`config.mk`:
```
export PLATFORM = sky130hd
export DESIGN_NAME = muxn_rr
export DESIGN_NICKNAME = d
export VERILOG_FILES = /design/src/rtl/muxn_rr.sv
export SDC_FILE = /design/constraint.sdc
export NUM_CORES = 1
export LEC_CHECK = 0
export CAP_MARGIN = 10
export CORE_UTILIZATION = 41
export DETAILED_ROUTE_END_ITERATION = 10
export PLACE_DENSITY = 0.93
export SLEW_MARGIN = 20
export SYNTH_ARGS = -nofsm -noshare
export SYNTH_HDL_FRONTEND = slang
export SYNTH_SLANG_ARGS = --single-unit
```
`constraint.sdc`:
```
create_clock -name clk -period 2.71 [get_ports clk]
set_input_delay 0.4065 -clock clk [delete_from_list [all_inputs] [get_ports clk]]
set_output_delay 0.4065 -clock clk [all_outputs]
set_load 0.02 [all_outputs]
```
`src/rtl/muxn_rr.sv`:
```
// N-input, W-bit registered multiplexer with valid/ready handshakes, fixed-select or round-robin.
// Optional packet locking in round-robin mode is enabled by defining MUXN_LOCK_EN.
module muxn_rr #(
  parameter int W  = 4,
  parameter int N  = 4,
  parameter int SW = 2
) (
  input  logic           clk,
  input  logic           reset,
  input  logic           mode,
  input  logic [SW-1:0]  s,
  input  logic [N*W-1:0] in_data,
  input  logic [N-1:0]   in_valid,
`ifdef MUXN_LOCK_EN
  input  logic [N-1:0]   in_last,
`endif
  output logic [N-1:0]   in_ready,
  output logic [W-1:0]   out_data,
  output logic           out_valid,
  input  logic           out_ready,
  output logic [SW-1:0]  out_sel
);

  // Pointer starts at the last channel so channel 0 is scanned first.
  localparam logic [SW-1:0] PTR_RST = SW'(N - 1);

  logic [SW-1:0] ptr;
  logic          ld;
  logic          accept;
  logic          fix_ok;
  logic [SW-1:0] fix_gnt;
  logic          rr_ok;
  logic [SW-1:0] rr_gnt;
  logic          gnt_ok;
  logic [SW-1:0] gnt;
  logic [W-1:0]  gnt_data;

  assign ld     = ~out_valid | out_ready;
  assign accept = ld & gnt_ok & ~reset;

  // NOTE: every always_comb output gets a default first so no path leaves it unassigned (no latch).
  always_comb begin
    fix_ok  = 1'b0;
    fix_gnt = '0;
    for (int i = 0; i < N; i++) begin
      if (s == SW'(i) && in_valid[i]) begin
        fix_ok  = 1'b1;
        fix_gnt = SW'(i);
      end
    end
  end

  // Rotating priority as two ascending passes: channels above ptr, then the rest.
  always_comb begin
    rr_ok  = 1'b0;
    rr_gnt = '0;
    for (int i = 0; i < N; i++) begin
      if (!rr_ok && in_valid[i] && SW'(i) > ptr) begin
        rr_ok  = 1'b1;
        rr_gnt = SW'(i);
      end
    end
    for (int i = 0; i < N; i++) begin
      if (!rr_ok && in_valid[i] && SW'(i) <= ptr) begin
        rr_ok  = 1'b1;
        rr_gnt = SW'(i);
      end
    end
  end

`ifdef MUXN_LOCK_EN
  logic          lock_q;
  logic [SW-1:0] lock_ch;
  logic          lock_ok;
  logic          gnt_last;

  always_comb begin
    lock_ok  = 1'b0;
    gnt_last = 1'b0;
    for (int i = 0; i < N; i++) begin
      if (lock_ch == SW'(i) && in_valid[i]) lock_ok = 1'b1;
      if (gnt == SW'(i)) gnt_last = in_last[i];
    end
  end
`endif

  always_comb begin
    gnt_ok = fix_ok;
    gnt    = fix_gnt;
    if (mode) begin
`ifdef MUXN_LOCK_EN
      if (lock_q) begin
        gnt_ok = lock_ok;
        gnt    = lock_ch;
      end else begin
        gnt_ok = rr_ok;
        gnt    = rr_gnt;
      end
`else
      gnt_ok = rr_ok;
      gnt    = rr_gnt;
`endif
    end
  end

  always_comb begin
    gnt_data = '0;
    in_ready = '0;
    for (int i = 0; i < N; i++) begin
      if (gnt == SW'(i)) gnt_data = in_data[i*W +: W];
      in_ready[i] = accept && (gnt == SW'(i));
    end
  end

  // NOTE: clocked blocks use non-blocking (<=) so every register samples pre-edge values.
  always_ff @(posedge clk) begin
    if (reset) begin
      out_data  <= '0;
      out_valid <= 1'b0;
      out_sel   <= '0;
    end else if (ld) begin
      out_valid <= gnt_ok;
      if (gnt_ok) begin
        out_data <= gnt_data;
        out_sel  <= gnt;
      end
    end
  end

`ifdef MUXN_LOCK_EN
  // A non-last beat in round-robin mode pins the arbiter to that channel until its last beat.
  always_ff @(posedge clk) begin
    if (reset || !mode) begin
      lock_q  <= 1'b0;
      lock_ch <= '0;
    end else if (accept) begin
      lock_q  <= ~gnt_last;
      lock_ch <= gnt;
    end
  end

  always_ff @(posedge clk) begin
    if (reset) ptr <= PTR_RST;
    else if (accept && mode && gnt_last) ptr <= gnt;
  end
`else
  always_ff @(posedge clk) begin
    if (reset) ptr <= PTR_RST;
    else if (accept && mode) ptr <= gnt;
  end
`endif

endmodule
```
==> flow_summary.json, run 1 <==
{
  "cts_made_buffers": 3,
  "p_leak_uw": 0.000499,
  "end_kind": "output pin",
  "power_density_nw_per_um2": 409,
  "hold_viol_final": 0,
  "synthArstFlopShare": 0,
  "drt_iter0_drc": 29,
  "cts_tree": "done",
  "tightest_slew_ns": 0.356,
  "wl_per_cell_um": 14.8,
  "synthTopCellsByArea": "dfxtp_1 26%, nor3b_1 7.5%, mux2_2 6.4%",
  "arrival_ns": 2.18,
  "syn_area_um2": 702,
  "layout.nets": 148,
  "wl_mm": 2.03,
  "crit_path_top_delay_cell": "mux4_2",
  "max_freq_ghz": 0.387,
  "cts_setup_buffers": 0,
  "io_pins": 37,
  "track_usage": 0.242,
  "r2r-start": "ptr[1]$_SDFFE_PP1P_",
  "peakVddDrop_uv": 222,
  "rr_endpoint": "out_data[3]$_SDFFE_PP0P_",
  "drive_gt1_frac": 0.240,
  "dieWidth_um": 43.4,
  "cts_hold_buf": 0,
  "outcome": "complete, but fails checks",
  "synth_ff_type": "dfxtp_1",
  "regToRegSetupSlack_ns": 0.67,
  "die_h_um": 43.4,
  "slowest_delay_ns": 0.49,
  "fin_skew_ns": 0.00955,
  "ys_seq_elements": 9,
  "min-delay-start": "out_sel[1]$_SDFFE_PP0P_",
  "grt_pass1_wl_mm": 3.24,
  "synth_top_area_frac": 0.257,
  "violations": "design-rule violations",
  "rsz0062_at_grt": "no",
  "hold_class": "reg2reg",
  "start_kind": "input port",
  "critPathRequiredTime_ns": 2.30,
  "vias_per_cell": 5.78,
  "diodes": 0,
  "syn-instance-count": 73,
  "worstHoldEndpoint": "out_sel[1]$_SDFFE_PP0P_",
  "setup.worst_path.class": "in2out",
  "multiInputGateArea_um2": 498,
  "initial_utilization": 0.450,
  "synth_edf_count": 0,
  "worst-path-buf-inv": 2,
  "power.total_uw": 480,
  "reg2regPathDepth": 6,
  "cts_num_sinks": 9,
  "portBuffers": 36,
  "synth_area_per_cell_um2": 9.62,
  "cp_top_family": "buffers and inverters",
  "cts-resized-gates": 5,
  "cp_max_fo": 5,
  "htree_levels": 1,
  "grt_antenna_before_repair": 0,
  "syn_nets": 99,
  "period_share": 0.955,
  "place_inst": 133,
  "clockBufferDepth": 2,
  "synth_top_cell_by_area": "dfxtp_1",
  "num-fill-cells": 107,
  "whs_path_depth": 2,
  "dieArea_um2": 1880,
  "drv_cap": 0,
  "cts.clk_slew.worst_paths_ns": 0.07,
  "vias": 792,
  "hpwl_mm": 1.62,
  "setup_slack_ns": 0.123,
  "place_congestion": 0.842,
  "period_needed_ns": 2.59,
  "clock_latency_ns": 0.28,
  "core-area_um2": 1560,
  "slew_headroom": 0.762,
  "root_buffer": "clkbuf_4",
  "syn_to_final_growth_pct": 67.0,
  "synth_cell_type_count": 31,
  "ys_seq_area_frac": 0.257,
  "dp_slack_ns": -0.267,
  "grt_pass1_vias": 767,
  "drc": 4,
  "final_util": 0.752,
  "drt_first_pass_iters": 7,
  "grt_max_degree": 12,
  "synth_common_cells": "9 x dfxtp_1, 7 x nor3b_1, 5 x nand2_1",
  "slew_violations": 0,
  "grt_overflow": 0,
  "regArea_um2": 180,
  "ys_warn_count": 0,
  "setup-tns-final_ns": 0,
  "synth_most_common_cell": "dfxtp_1",
  "setup_viol": 0,
  "stdcell_count": 137,
  "path_cells": "clkdlybuf4s50_1 > mux4_2 > o2bb2ai_2 > nor2_1 > nand2b_1 > nor3_1 > dlygate4sd2_1",
  "fp-row-count": 14,
  "drtAntennaViolNets": 0
}
## worst min-delay path, delay by kind of cell, from the launching register on
kind / cells / cell delay (ns)
compound gates: 1 / 0.05
flops: 1 / 0.31
simple gates: 1 / 0.05
## state kept, by name, summed over array words and instances (netlist names)
signal	flops
out_data	4
out_sel	2
ptr	2
out_valid	1
## cell families (layout without fill, tap and decap cells)
group,Yosys count,after routing,share of synthesized area
flip-flops,9,9,0.257
multiplexers,12,12,0.216
AND/OR/NAND/NOR,30,30,0.271
AO/OA/AOI/OAI,17,17,0.214
buffers and inverters,5,53,0.0428
## report_power, final
group | internal [uW] | switching, uW
registers | 148 | 9.65
clock network | 57.2 | 55.5
logic | 119 | 90.9
total | 324 | 156
## routing by layer
metal,up-vias,track usage,share of wire
met4,0,0.200,0.046
met3,8,0.0542,0.032
met2,23,0.394,0.51
met1,384,0.268,0.41
li1,377,-,-
met5,-,0,0
## how the worst max path moves through the flow
stage                     cells past startpoint     endpoint         from
after floorplan                               5  in_ready[3]         s[1]
after global placement                        7  in_ready[2]  in_valid[3]
after detailed placement                      7  in_ready[0]  in_valid[3]
after CTS                                     7  in_ready[1]         s[1]
after global routing                          7  in_ready[1]  in_valid[2]
final                                         7  in_ready[1]  in_valid[2]
## cell type report
cell class                      instances  share of cell area
Multi-Input combinational cell         59               0.425
Clock buffer                            4              0.0224
Sequential cell                         9               0.154
Timing Repair Buffer                   47               0.376
Inverter                                2             0.00640
Tap cell                               16              0.0171
## stage by stage
stage / cell area [um^2] / hold WS [ns]
floorplan: 702 / 0.483
global placement: 1140 / 0.447
detailed placement: 1140 / 0.446
CTS: 1170 / 0.455
global route: 1170 / 0.486
finish: 1170 / 0.454
## cell usage in the layout (no fill, tap or decap), types with 2 or more instances in the layout
cell and n:
clkdlybuf4s50_1 28, buf_4 11, dfxtp_1 9, a21oi_1 3
nand2_1 5, mux2_1 3, clkbuf_2 2, nor3_1 2
nor3b_1 7, inv_1 2, dlymetal6s2s_1 4, mux2_4 2
dlygate4sd2_1 2, nand2b_1 3, nor2_1 3, nor2b_1 3
nand3b_1 3, mux2_2 4, mux2i_1 2, a211o_1 2
clkbuf_4 3, a221o_1 4
Note: power is estimated with default switching activity, not from simulation.
==> inputs of run 2 (changes only) <==
RECOVER_POWER = 100   (was unset)
TNS_END_PERCENT = 5   (was unset)
==> flow_summary.json, run 2 (synthesized netlist as in run 1, its figures left out) <==
{
  "portBuffers": 36,
  "grt_pass1_wl_mm": 3.24,
  "final_util": 0.749,
  "wl_mm": 2.02,
  "hold_class": "reg2reg",
  "cp_max_fo": 5,
  "grt_antenna_before_repair": 0,
  "initial_utilization": 0.450,
  "core-area_um2": 1560,
  "die_h_um": 43.4,
  "vias_per_cell": 5.82,
  "p_leak_uw": 0.000508,
  "cts_num_sinks": 9,
  "setup.worst_path.class": "in2out",
  "outcome": "complete, but fails checks",
  "grt_max_degree": 12,
  "place_congestion": 0.842,
  "period_share": 0.953,
  "reg_top3": "out_data (4), out_sel (2), ptr (2)",
  "cts_made_buffers": 3,
  "grt_overflow": 0,
  "drt_first_pass_iters": 7,
  "drive_gt1_frac": 0.207,
  "cts_tree": "done",
  "max_freq_ghz": 0.387,
  "wl_per_cell_um": 14.8,
  "track_usage": 0.242,
  "hold_viol_final": 0,
  "clockBufferDepth": 2,
  "cts_setup_buffers": 0,
  "htree_levels": 1,
  "final_cell_mix": "21 x clkdlybuf4s50_1, 9 x dfxtp_1, 8 x buf_4",
  "violations": "design-rule violations",
  "setup_viol": 0,
  "start_kind": "input port",
  "end_kind": "output pin",
  "mostFrequentLayoutCell": "clkdlybuf4s50_1",
  "dieArea_um2": 1880,
  "syn_to_final_growth_pct": 66.3,
  "slew_violations": 0,
  "largest_register_ffs": 4,
  "peakVddDrop_uv": 219,
  "fp-row-count": 14,
  "critPathRequiredTime_ns": 2.30,
  "power_density_nw_per_um2": 403,
  "rsz0062_at_grt": "no",
  "cp_top_family": "buffers and inverters",
  "layout.nets": 148,
  "path_cells": "clkdlybuf4s50_1 > mux4_2 > o2bb2ai_2 > nor2_1 > nand2b_1 > nor3_1 > dlygate4sd2_1",
  "drtAntennaViolNets": 0,
  "slew_headroom": 0.775,
  "period_needed_ns": 2.58,
  "worstSetupStartpoint": "in_valid[2]",
  "dieWidth_um": 43.4,
  "drc": 4,
  "hpwl_mm": 1.62,
  "tightest_slew_ns": 0.333,
  "vias": 798,
  "r2r-start": "ptr[1]$_SDFFE_PP1P_",
  "io_pins": 37,
  "slowest_delay_ns": 0.49,
  "cts.clk_slew.worst_paths_ns": 0.07,
  "clock_latency_ns": 0.28,
  "hold_ws_ns": 0.450,
  "crit_path_top_delay_cell": "mux4_2",
  "drv_cap": 0,
  "arrival_ns": 2.18,
  "largest-register": "out_data",
  "grt_pass1_vias": 767,
  "root_buffer": "clkbuf_4",
  "min-delay-start": "out_sel[1]$_SDFFE_PP0P_",
  "diodes": 0,
  "worst-path-buf-inv": 2,
  "fin_skew_ns": 0.00976,
  "drt_iter0_drc": 22
}
## run 2: cell types whose count changed in the layout (fill, tap and decap cells not counted)
cell / change
clkbuf_4: +1
clkdlybuf4s50_1: -7
dlygate4sd3_1: +7
clkbuf_1: +3
buf_4: -3
dlygate4sd2_1: +1
clkbuf_2: -2
## run 2: what timing repair did
item	in CTS	in global routing
gates resized for setup	5	9
pin swaps	0	0
hold buffers	0	0
setup endpoints to repair	4	4
## run 2: worst paths after layout
| check | end | slack, ns | cells after the start |
|---|---|---|---|
| max | in_ready[1] | 0.13 | 7 |
| min | out_sel[1]$_SDFFE_PP0P_ | 0.45 | 2 |
| max reg2reg | out_data[3]$_SDFFE_PP0P_ | 0.53 | 6 |
| min reg2reg | out_sel[1]$_SDFFE_PP0P_ | 0.45 | 2 |
## run 2: worst reg2reg max path, cell delays in order, from the launching register on
cell and delay [ns]:
dfxtp_1 0.44, mux2i_1 0.21, o221ai_1 0.14, o22ai_2 0.26, clkbuf_1 0.31, mux2_2 0.37
a221o_1 0.33
## run 2: area by class of cell
class / count / area (um^2)
inverter: 2 / 7.51
fill: 113 / 392
timing repair buffer: 47 / 435
sequential: 9 / 180
multi-input combinational: 59 / 498
tap: 16 / 20.0
clock buffer: 4 / 26.3
## run 2: power by group
group          switching, uW  internal (uW)
logic                   90.8            112
clock network           54.5           57.1
registers               9.08            148
total                    154            317
## run 2: through the flow
| step | cell area [um^2] | cells | setup TNS (ns) | setup WS [ns] | total power, uW |
|---|---|---|---|---|---|
| finish | 1170 | 137 | 0 | 0.128 | 471 |
| global route | 1170 | 137 | 0 | 0.0153 | 491 |
| CTS | 1170 | 137 | 0 | 0.0208 | 479 |
| detailed placement | 1140 | 133 | -0.981 | -0.267 | 371 |
| global placement | 1140 | 133 | -0.551 | -0.174 | 362 |
| floorplan | 702 | 73 | 0 | 0.561 | 269 |
## run 2: routing by layer
layer | share of wire | track usage | up-vias
met5 | 0 | 0 | -
met4 | 0.045 | 0.200 | 0
met3 | 0.041 | 0.0542 | 8
met2 | 0.51 | 0.394 | 28
met1 | 0.40 | 0.268 | 384
li1 | - | - | 378
